## config.mk

```make
export PLATFORM = sky130hd
export DESIGN_NAME = hack_cpu_hs
export DESIGN_NICKNAME = d
export VERILOG_FILES = /design/src/rtl/hack_cpu_hs.sv
export SDC_FILE = /design/constraint.sdc
export NUM_CORES = 1
export LEC_CHECK = 0
export ABC_AREA = 1
export BUFFER_PORTS_ARGS = -buffer_cell sky130_fd_sc_hd__buf_2
export CORE_MARGIN = 2
export CORE_UTILIZATION = 30
export DETAILED_ROUTE_END_ITERATION = 16
export GPL_TIMING_DRIVEN = 0
export SYNTH_ARGS = -nofsm -noshare
export SYNTH_HDL_FRONTEND = slang
export SYNTH_SLANG_ARGS = --single-unit
```

## constraint.sdc

```tcl
create_clock -name clk -period 5.15 [get_ports clk]
set_input_delay 0.7725 -clock clk [delete_from_list [all_inputs] [get_ports clk]]
set_output_delay 0.7725 -clock clk [all_outputs]
set_load 0.1 [all_outputs]
```

## src/rtl/hack_cpu_hs.sv

```systemverilog
// Hack CPU core with ready/valid handshakes on instruction fetch, data read and data write,
// plus an optional detector for jump-to-self halt loops.
module hack_cpu_hs #(
    parameter int unsigned DATA_WIDTH    = 16,
    parameter int unsigned ADDRESS_WIDTH = 16,
    parameter int unsigned INST_WIDTH    = DATA_WIDTH,
    parameter bit          HALT_DETECT   = 1'b1
) (
    input  logic                     clk,
    input  logic                     rst,
    input  logic [INST_WIDTH-1:0]    instruction_in,
    input  logic                     instruction_valid,
    input  logic [DATA_WIDTH-1:0]    data_in,
    input  logic                     data_valid,
    input  logic                     write_ready,
    output logic [ADDRESS_WIDTH-1:0] pc_out,
    output logic [ADDRESS_WIDTH-1:0] address_out,
    output logic [DATA_WIDTH-1:0]    data_out,
    output logic                     read_out,
    output logic                     write_out,
    output logic                     halted
);

    localparam int unsigned DW = DATA_WIDTH;
    localparam int unsigned AW = ADDRESS_WIDTH;
    localparam int unsigned IW = INST_WIDTH;

    typedef enum logic [1:0] {
        S_FETCH = 2'd0,
        S_EXEC  = 2'd1,
        S_WRITE = 2'd2,
        S_HALT  = 2'd3
    } state_t;

    state_t          state_q, state_n;
    logic [AW-1:0]   pc_q, pc_n;
    logic [DW-1:0]   a_q, a_n;
    logic [DW-1:0]   d_q, d_n;
    logic [IW-1:0]   ir_q, ir_n;
    logic [AW-1:0]   wr_addr_q, wr_addr_n;
    logic [DW-1:0]   wr_data_q, wr_data_n;
    logic            halted_q, halted_n;
    logic [AW-1:0]   addr_q, addr_n;
    logic            read_q, read_n;
    logic            write_q, write_n;

    logic [DW-1:0]   x_z, x_n, y_src, y_z, y_n, f_out, alu_out;
    logic            zr, ng, jump_take, halt_hit;
    logic [AW-1:0]   target, pc_inc;

    // Hack ALU: x = D, y = A or M selected by the a-bit
    always_comb begin
        x_z     = ir_q[11] ? DW'(0) : d_q;
        x_n     = ir_q[10] ? ~x_z : x_z;
        y_src   = ir_q[12] ? data_in : a_q;
        y_z     = ir_q[9] ? DW'(0) : y_src;
        y_n     = ir_q[8] ? ~y_z : y_z;
        f_out   = ir_q[7] ? (x_n + y_n) : (x_n & y_n);
        alu_out = ir_q[6] ? ~f_out : f_out;
    end

    // Jump target and memory address come from A before this instruction writes it
    assign ng        = alu_out[DW-1];
    assign zr        = (alu_out == DW'(0));
    assign jump_take = (ir_q[2] & ng) | (ir_q[1] & zr) | (ir_q[0] & ~ng & ~zr);
    assign target    = a_q[AW-1:0];
    assign pc_inc    = pc_q + AW'(1);
    assign halt_hit  = HALT_DETECT && jump_take && (target == pc_q);

    always_comb begin
        state_n   = state_q;
        pc_n      = pc_q;
        a_n       = a_q;
        d_n       = d_q;
        ir_n      = ir_q;
        wr_addr_n = wr_addr_q;
        wr_data_n = wr_data_q;
        halted_n  = halted_q;
        read_n    = 1'b0;
        write_n   = 1'b0;
        addr_n    = addr_q;

        case (state_q)
            S_FETCH: begin
                if (instruction_valid) begin
                    ir_n    = instruction_in;
                    state_n = S_EXEC;
                end
            end
            S_EXEC: begin
                if (!ir_q[IW-1]) begin
                    a_n     = DW'(ir_q[IW-2:0]);
                    pc_n    = pc_inc;
                    state_n = S_FETCH;
                end else if (!ir_q[12] || data_valid) begin
                    if (ir_q[5]) a_n = alu_out;
                    if (ir_q[4]) d_n = alu_out;
                    if (ir_q[3]) begin
                        wr_addr_n = target;
                        wr_data_n = alu_out;
                        pc_n      = jump_take ? target : pc_inc;
                        state_n   = S_WRITE;
                    end else if (halt_hit) begin
                        halted_n = 1'b1;
                        state_n  = S_HALT;
                    end else begin
                        pc_n    = jump_take ? target : pc_inc;
                        state_n = S_FETCH;
                    end
                end
            end
            S_WRITE: begin
                if (write_ready) state_n = S_FETCH;
            end
            S_HALT: begin
                state_n = S_HALT;
            end
            default: begin
                state_n = S_FETCH;
            end
        endcase

        // Bus outputs are registered copies of what the next state presents
        read_n  = (state_n == S_EXEC) && ir_n[IW-1] && ir_n[12];
        write_n = (state_n == S_WRITE);
        addr_n  = write_n ? wr_addr_n : a_n[AW-1:0];
    end

    always_ff @(posedge clk) begin
        if (rst) begin
            state_q   <= S_FETCH;
            pc_q      <= '0;
            a_q       <= '0;
            d_q       <= '0;
            ir_q      <= '0;
            wr_addr_q <= '0;
            wr_data_q <= '0;
            halted_q  <= 1'b0;
            addr_q    <= '0;
            read_q    <= 1'b0;
            write_q   <= 1'b0;
        end else begin
            state_q   <= state_n;
            pc_q      <= pc_n;
            a_q       <= a_n;
            d_q       <= d_n;
            ir_q      <= ir_n;
            wr_addr_q <= wr_addr_n;
            wr_data_q <= wr_data_n;
            halted_q  <= halted_n;
            addr_q    <= addr_n;
            read_q    <= read_n;
            write_q   <= write_n;
        end
    end

    assign pc_out      = pc_q;
    assign address_out = addr_q;
    assign data_out    = wr_data_q;
    assign read_out    = read_q;
    assign write_out   = write_q;
    assign halted      = halted_q;

endmodule

```

==> results of run 1 <==
## final timing paths
kind,slack (ns),endpoint,start
worst max-delay path,0.62,address_out[9]$_SDFF_PP0_,ir_q[10]$_SDFFE_PP0P_
worst min-delay path,0.46,halted$_SDFFE_PP0P_,halted$_SDFFE_PP0P_
worst max register to register,0.62,address_out[9]$_SDFF_PP0_,ir_q[10]$_SDFFE_PP0P_
worst min register to register,0.46,halted$_SDFFE_PP0P_,halted$_SDFFE_PP0P_
## registers in the layout, indices dropped and copies added, names as in the netlist
register     cells
data_out        16
write_out        1
wr_addr_q       16
read_out         1
halted           1
state_q          2
address_out     16
d_q             16
pc_out          16
a_q             16
ir_q            16
## cell usage after synthesis (20+ instances only)
cell,n
nand2_1,259
inv_1,147
nor2_1,118
dfxtp_1,117
nand3_1,94
o21ai_0,81
a21oi_1,65
xor2_1,46
clkbuf_1,38
o211ai_1,29
nand2_2,24
or2_2,20
## through the flow
step | cells | power, mW | area, um2 | hold slack [ns]
final | 1619 | 3.35 | 9040 | 0.456
after global routing | 1619 | 3.50 | 9040 | 0.473
after CTS | 1619 | 3.35 | 9040 | 0.457
after detailed placement | 1587 | 2.05 | 8390 | 0.441
after global placement | 1587 | 2.04 | 8390 | 0.443
after floorplan | 1171 | 1.78 | 7550 | 0.450
## cell families after synthesis
logic type                 Yosys count  share of synthesized area [%]
and+or+nand+nor                    558                           32.7
buffers and inverters              217                           11.5
AOI/OAI and AO/OA                  211                           16.0
DFF                                117                           31.0
xor gates and xnor gates            50                           5.80
adders and majority gates           18                           3.08
## layer usage
| layer | part of all wire (%) | routed length (um) |
|---|---|---|
| met1 | 47 | 12200 |
| met2 | 43 | 11100 |
| met3 | 7.0 | 1810 |
| met4 | 3.4 | 892 |
| met5 | 0 | 0 |
## where the power goes
part	internal [mW]	switching, mW	leakage [nW]
clock	0.840	0.460	0.303
sequential	0.957	0.0478	0.955
combinational	0.280	0.763	3.37
## final cells by class
| type | instances | area share (%) |
|---|---|---|
| plain buffers | 60 | 3.06 |
| multi-input cells | 837 | 48.0 |
| well taps | 330 | 4.57 |
| inverters | 157 | 6.52 |
| clock inverters | 13 | 2.15 |
| flip-flops and latches | 117 | 25.9 |
| clock buffers | 19 | 5.01 |
| repair buffers | 86 | 4.76 |
## critical path, stage by stage, from the launching register on
cell      delay [ns]
dfxtp_1         0.30
clkbuf_1        0.32
buf_1           0.61
xor2_1          0.19
inv_1           0.09
ha_1            0.34
nand2_1         0.14
inv_1           0.05
a21oi_1         0.28
nand3_1         0.12
nand2_1         0.07
nand3_1         0.08
nand2_1         0.08
nand2_1         0.04
nand2_1         0.33
nand3_1         0.13
nor2_1          0.12
nand3_1         0.13
nand3_4         0.16
nand3_2         0.10
nand3_4         0.16
nand2_4         0.07
nand2_4         0.12
buf_6           0.18
nand2_2         0.06
nand2_1         0.09
nor2_2          0.04
==> results.md, run 1 <==
- Status: complete, no violations
- Leading area contributor after synthesis: dfxtp_1
- Reg2reg path depth: 26
- DP HPWL: between 20 and 25 mm
- Met3 usage: under 10%
- Final WS setup: between 0.6 and 0.7 ns
- Syn. warnings: 0
- Routed WL per cell: about 16 um
- Post-route clock period utilization: 88.0%
- Root buffer cell: clkbuf_16
- Initial Util: a little under a third
- Port bufs: 86
- Multi-input gate area: about 0.0043 mm2
- Vias in the first global route: about 7300
- DR pass1 iterations: 5
- GR Overflow Total: 0
- Layout cells sized above 1: between 10% and 20%
- CTS sink cnt: ~120
- Met1 GRT Util: around 28%
- CP max FO: 10
- TNS Setup: 0 ns
- Slew margin rel.: 37.6%
- Die height: 163 um
- Max-slew violation count: 0
- Number of H-tree levels: 4
- Worst EP arrival: approximately 4.9 ns
- Endpoints failing hold: 0
- CTS Hold Bufs: 0
- Diodes inserted: 0
- Peak supply drop: about 0.25 mV
- Antenna violations before repair: 0
- Cells after Synth: 1171
- Gp weighted congestion: roughly 0.96
- Post-cts resize count: 0
- Setup repair bufs after CTS: 0
- DRC violations left: 0
- WP data required: around 5.5 ns
- Pwr dens: 370 mW/mm2
- Hold Path Cell Cnt: 2
- Die ar.: between 0.02 and 0.03 mm2
- IO Pins: 88
- DRT iter0 DRCs: 735
- Async S/R FF share, synth: 0%
- Global-route wire length before repair: approximately 40 mm
- Largest cells by area after synthesis: dfxtp_1 (31%), nand2_1 (13%), inv_1 (7.3%)
- Crit. End Element: register
- RSZ-0062 raised after global routing: no
- Die Width: 163 um
- Measured slew at the worst slew-check pin: between 0.9 and 1 ns
- Clk_skew: roughly 0.013 ns
- Commonest non-fill, non-tap cell in the layout: nand2_1
- Synthesized area: 0.00755 mm2
- Post-route ant nets: 0
- Leak pwr: 4.62 nW
- Area Overhead vs Synth: 19.7%
- Worst hold path class: reg -> reg
- Busiest grt layer: met2
- Core Region: 0.0250 mm2
- CTS max path bufs: 2
- Setup violators final: 0
- Largest net degree at the start of global routing: 17
- Overall routed net length: ~26 mm
- Net Count, Synth: around 1200
- Register bit count reported by yosys: 117
- Core Util, Final: between 30% and 40%
- Reg area: between 0.002 and 0.0025 mm2
- Min cycle time layout: roughly 4.5 ns
- Via density: roughly 5
- Setup CP Type: reg -> reg
- EDFF count, synth: 0
- Nets@finish: 1331
- GRT Util Overall: about a fifth
- Fmax: around 0.22 GHz
- Most frequent cells in the layout: nand2_1 (259), inv_1 (147), nor2_1 (118)
- Post-synthesis sequential area ratio: between 30% and 40%
- CTS tree: yes
- Row Count: 58
- Post-synthesis cell type count: between 40 and 50
- Area share of the largest cell type after synthesis: a little over 30%
- CTS buffer count: 17
- Via count: roughly 8000
- M2 GR Usage: slightly below 30%
- FILL cells: about 2700
- Pre-CTS WS: 0.665 ns
- Max Cap Viol: 0
- Synthesized area per cell: between 6 and 7 um2
- Reg clk slew, reported paths: around 0.060 ns
- Critical Path Start Type: register
- Ys flop type: dfxtp_1
- Later-pin clock latency in the skew report: around 0.43 ns
No activity file was read; power rests on OpenSTA's default activity.
==> run 2, diff against run 1 <==
GPL_TIMING_DRIVEN = unset   (was 0)
==> run 2 against run 1 <==
Clock power fell by 5%. Combinational power barely moved. Non-clock buffer count down 46. Setup slack got worse by 0.15 ns. Critical endpoint is now address_out[12]$_SDFF_PP0_. Wire length is 2.6% lower. Via count down 3.2%. Count of clock-buffer cells in the layout rose by 1. Die area stayed put. Critical path type unchanged. Worst hold slack improved by 0.033 ns. Highest routed layer unchanged.
==> results.md, run 2 (synthesis gave the netlist of run 1 again) <==
- Critical Path Start Type: register
- Max Cap Viol: 0
- DRC violations left: 0
- CTS sink cnt: 117
- Crit. End Element: register
- Hold slack: around 0.49 ns
- Gp weighted congestion: just over 0.9
- Layout cells sized above 1: between 10% and 20%
- Worst EP arrival: between 4 and 5 ns
- Most frequent cells in the layout: nand2_1 (259), inv_1 (145), nor2_1 (118)
- DRT iter0 DRCs: around 600
- Initial Util: 30.2%
- Setup violators final: 0
- WP data required: between 5 and 6 ns
- Antenna violations before repair: 0
- FILL cells: about 2700
- Number of H-tree levels: 4
- Die Width: about 160 um
- DP HPWL: about 19 mm
- Core Region: 0.0250 mm2
- Die height: 163 um
- Vias in the first global route: 7088
- Routed WL per cell: approximately 16 um
- Later-pin clock latency in the skew report: about 0.43 ns
- Leak pwr: 4.55 nW
- Slowest-stage cell, CP: clkinvlp_2
- CTS tree: yes
- Global-route wire length before repair: a little under 40 mm
- Clk_skew: 0.0152 ns
- Final WS setup: roughly 0.46 ns
- Status: complete, no violations
- GR Overflow Total: 0
- Endpoints failing hold: 0
- Total power: between 3 and 4 mW
- Row Count: 58
- Crit path buffers/inverters: 1
- Most frequent cell on the critical path: nand2_1
- Pwr dens: between 300 and 400 mW/mm2
- Max-slew violation count: 0
- Min cycle time layout: approximately 4.7 ns
- Diodes inserted: 0
- Die ar.: between 0.02 and 0.03 mm2
- Reg clk slew, reported paths: approximately 0.07 ns
- Worst hold path class: reg -> reg
- Pre-CTS WS: approximately 0.42 ns
- IO Pins: 88
- Setup CP Type: reg -> reg
- Largest net degree at the start of global routing: 49
- Via count: ~7700
- Root buffer cell: clkbuf_16
- Post-route ant nets: 0
- Nets@finish: roughly 1300
- DR pass1 iterations: 5
- Delay of the slowest critical-path stage: ~0.64 ns
- Slew margin rel.: between 30% and 40%
- Setup repair bufs after CTS: 0
- Post-route clock period utilization: 91.0%
- GRT Util Overall: about a fifth
- Peak supply drop: roughly 0.19 mV
- Measured slew at the worst slew-check pin: 0.972 ns
- CTS max path bufs: 2
- Port bufs: 87
- Via density: 4.90
- RSZ-0062 raised after global routing: no
- Largest delay share family, worst path: simple AND/OR/NAND/NOR gates
- CP max FO: 33
- TNS Setup: 0 ns
- Overall routed net length: roughly 25 mm
- R2r setup slk: roughly 0.46 ns
- CTS buffer count: 17
- Area Overhead vs Synth: 17.0%
- Fmax: 0.213 GHz
- Commonest non-fill, non-tap cell in the layout: nand2_1
==> run 2: changes by cell type in the layout (fill, tap and decap cells not counted), moves of 2 or more <==
cell,previous run,this run
bufinv_16,4,2
buf_6,3,0
buf_4,4,13
buf_2,97,87
inv_1,147,145
clkbuf_1,38,0
buf_1,4,0
==> run 2: final timing paths <==
kind                            cells past startpoint                start                         end
worst max register to register                     26  ir_q[12]$_SDFF_PP0_  address_out[12]$_SDFF_PP0_
worst min register to register                      2  halted$_SDFFE_PP0P_         halted$_SDFFE_PP0P_
worst max-delay path                               26  ir_q[12]$_SDFF_PP0_  address_out[12]$_SDFF_PP0_
worst min-delay path                                2  halted$_SDFFE_PP0P_         halted$_SDFFE_PP0P_
==> run 2: worst min-delay path: cells and delay by family (launching register included) <==
kind	cells	cell delay (ns)
buffers and inverters	1	0.05
flip-flops	1	0.32
AO/OA/AOI/OAI	1	0.07
==> run 2: layout make-up <==
class | instances | area (um2) | area share, %
Timing Repair inverter | 1 | 5.00 | 0.0566
Inverter | 157 | 593 | 6.71
Clock buffer | 20 | 467 | 5.28
Multi-Input combinational cell | 837 | 4340 | 49.1
Sequential cell | 117 | 2340 | 26.5
Clock inverter | 12 | 141 | 1.60
Tap cell | 330 | 413 | 4.67
Timing Repair Buffer | 100 | 533 | 6.03
==> run 2: timing repair <==
item	4_1_cts	5_1_grt
hold buffers	0	0
endpoints found under the setup margin	0	25
gates resized for setup	0	1
==> run 2: power by group <==
part	switching, mW	internal [mW]
Sequential	0.0587	0.957
Combinational	0.740	0.275
Clock	0.476	0.759
==> run 2: per-stage QoR <==
stage / cell area (um2) / instances / util (%)
finish: 8840 / 1574 / 35.4
global placement: 8220 / 1541 / 32.9
detailed placement: 8220 / 1541 / 32.9
floorplan: 7550 / 1171 / -
global route: 8840 / 1574 / 35.4
CTS: 8830 / 1573 / 35.4
==> run 2: per-layer routing <==
| metal | routed length (um) | global-route usage, % |
|---|---|---|
| met1 | 12000 | 26.4 |
| met2 | 11000 | 29.7 |
| met3 | 1600 | 3.92 |
| met4 | 575 | 5.79 |
| met5 | 0 | 0 |
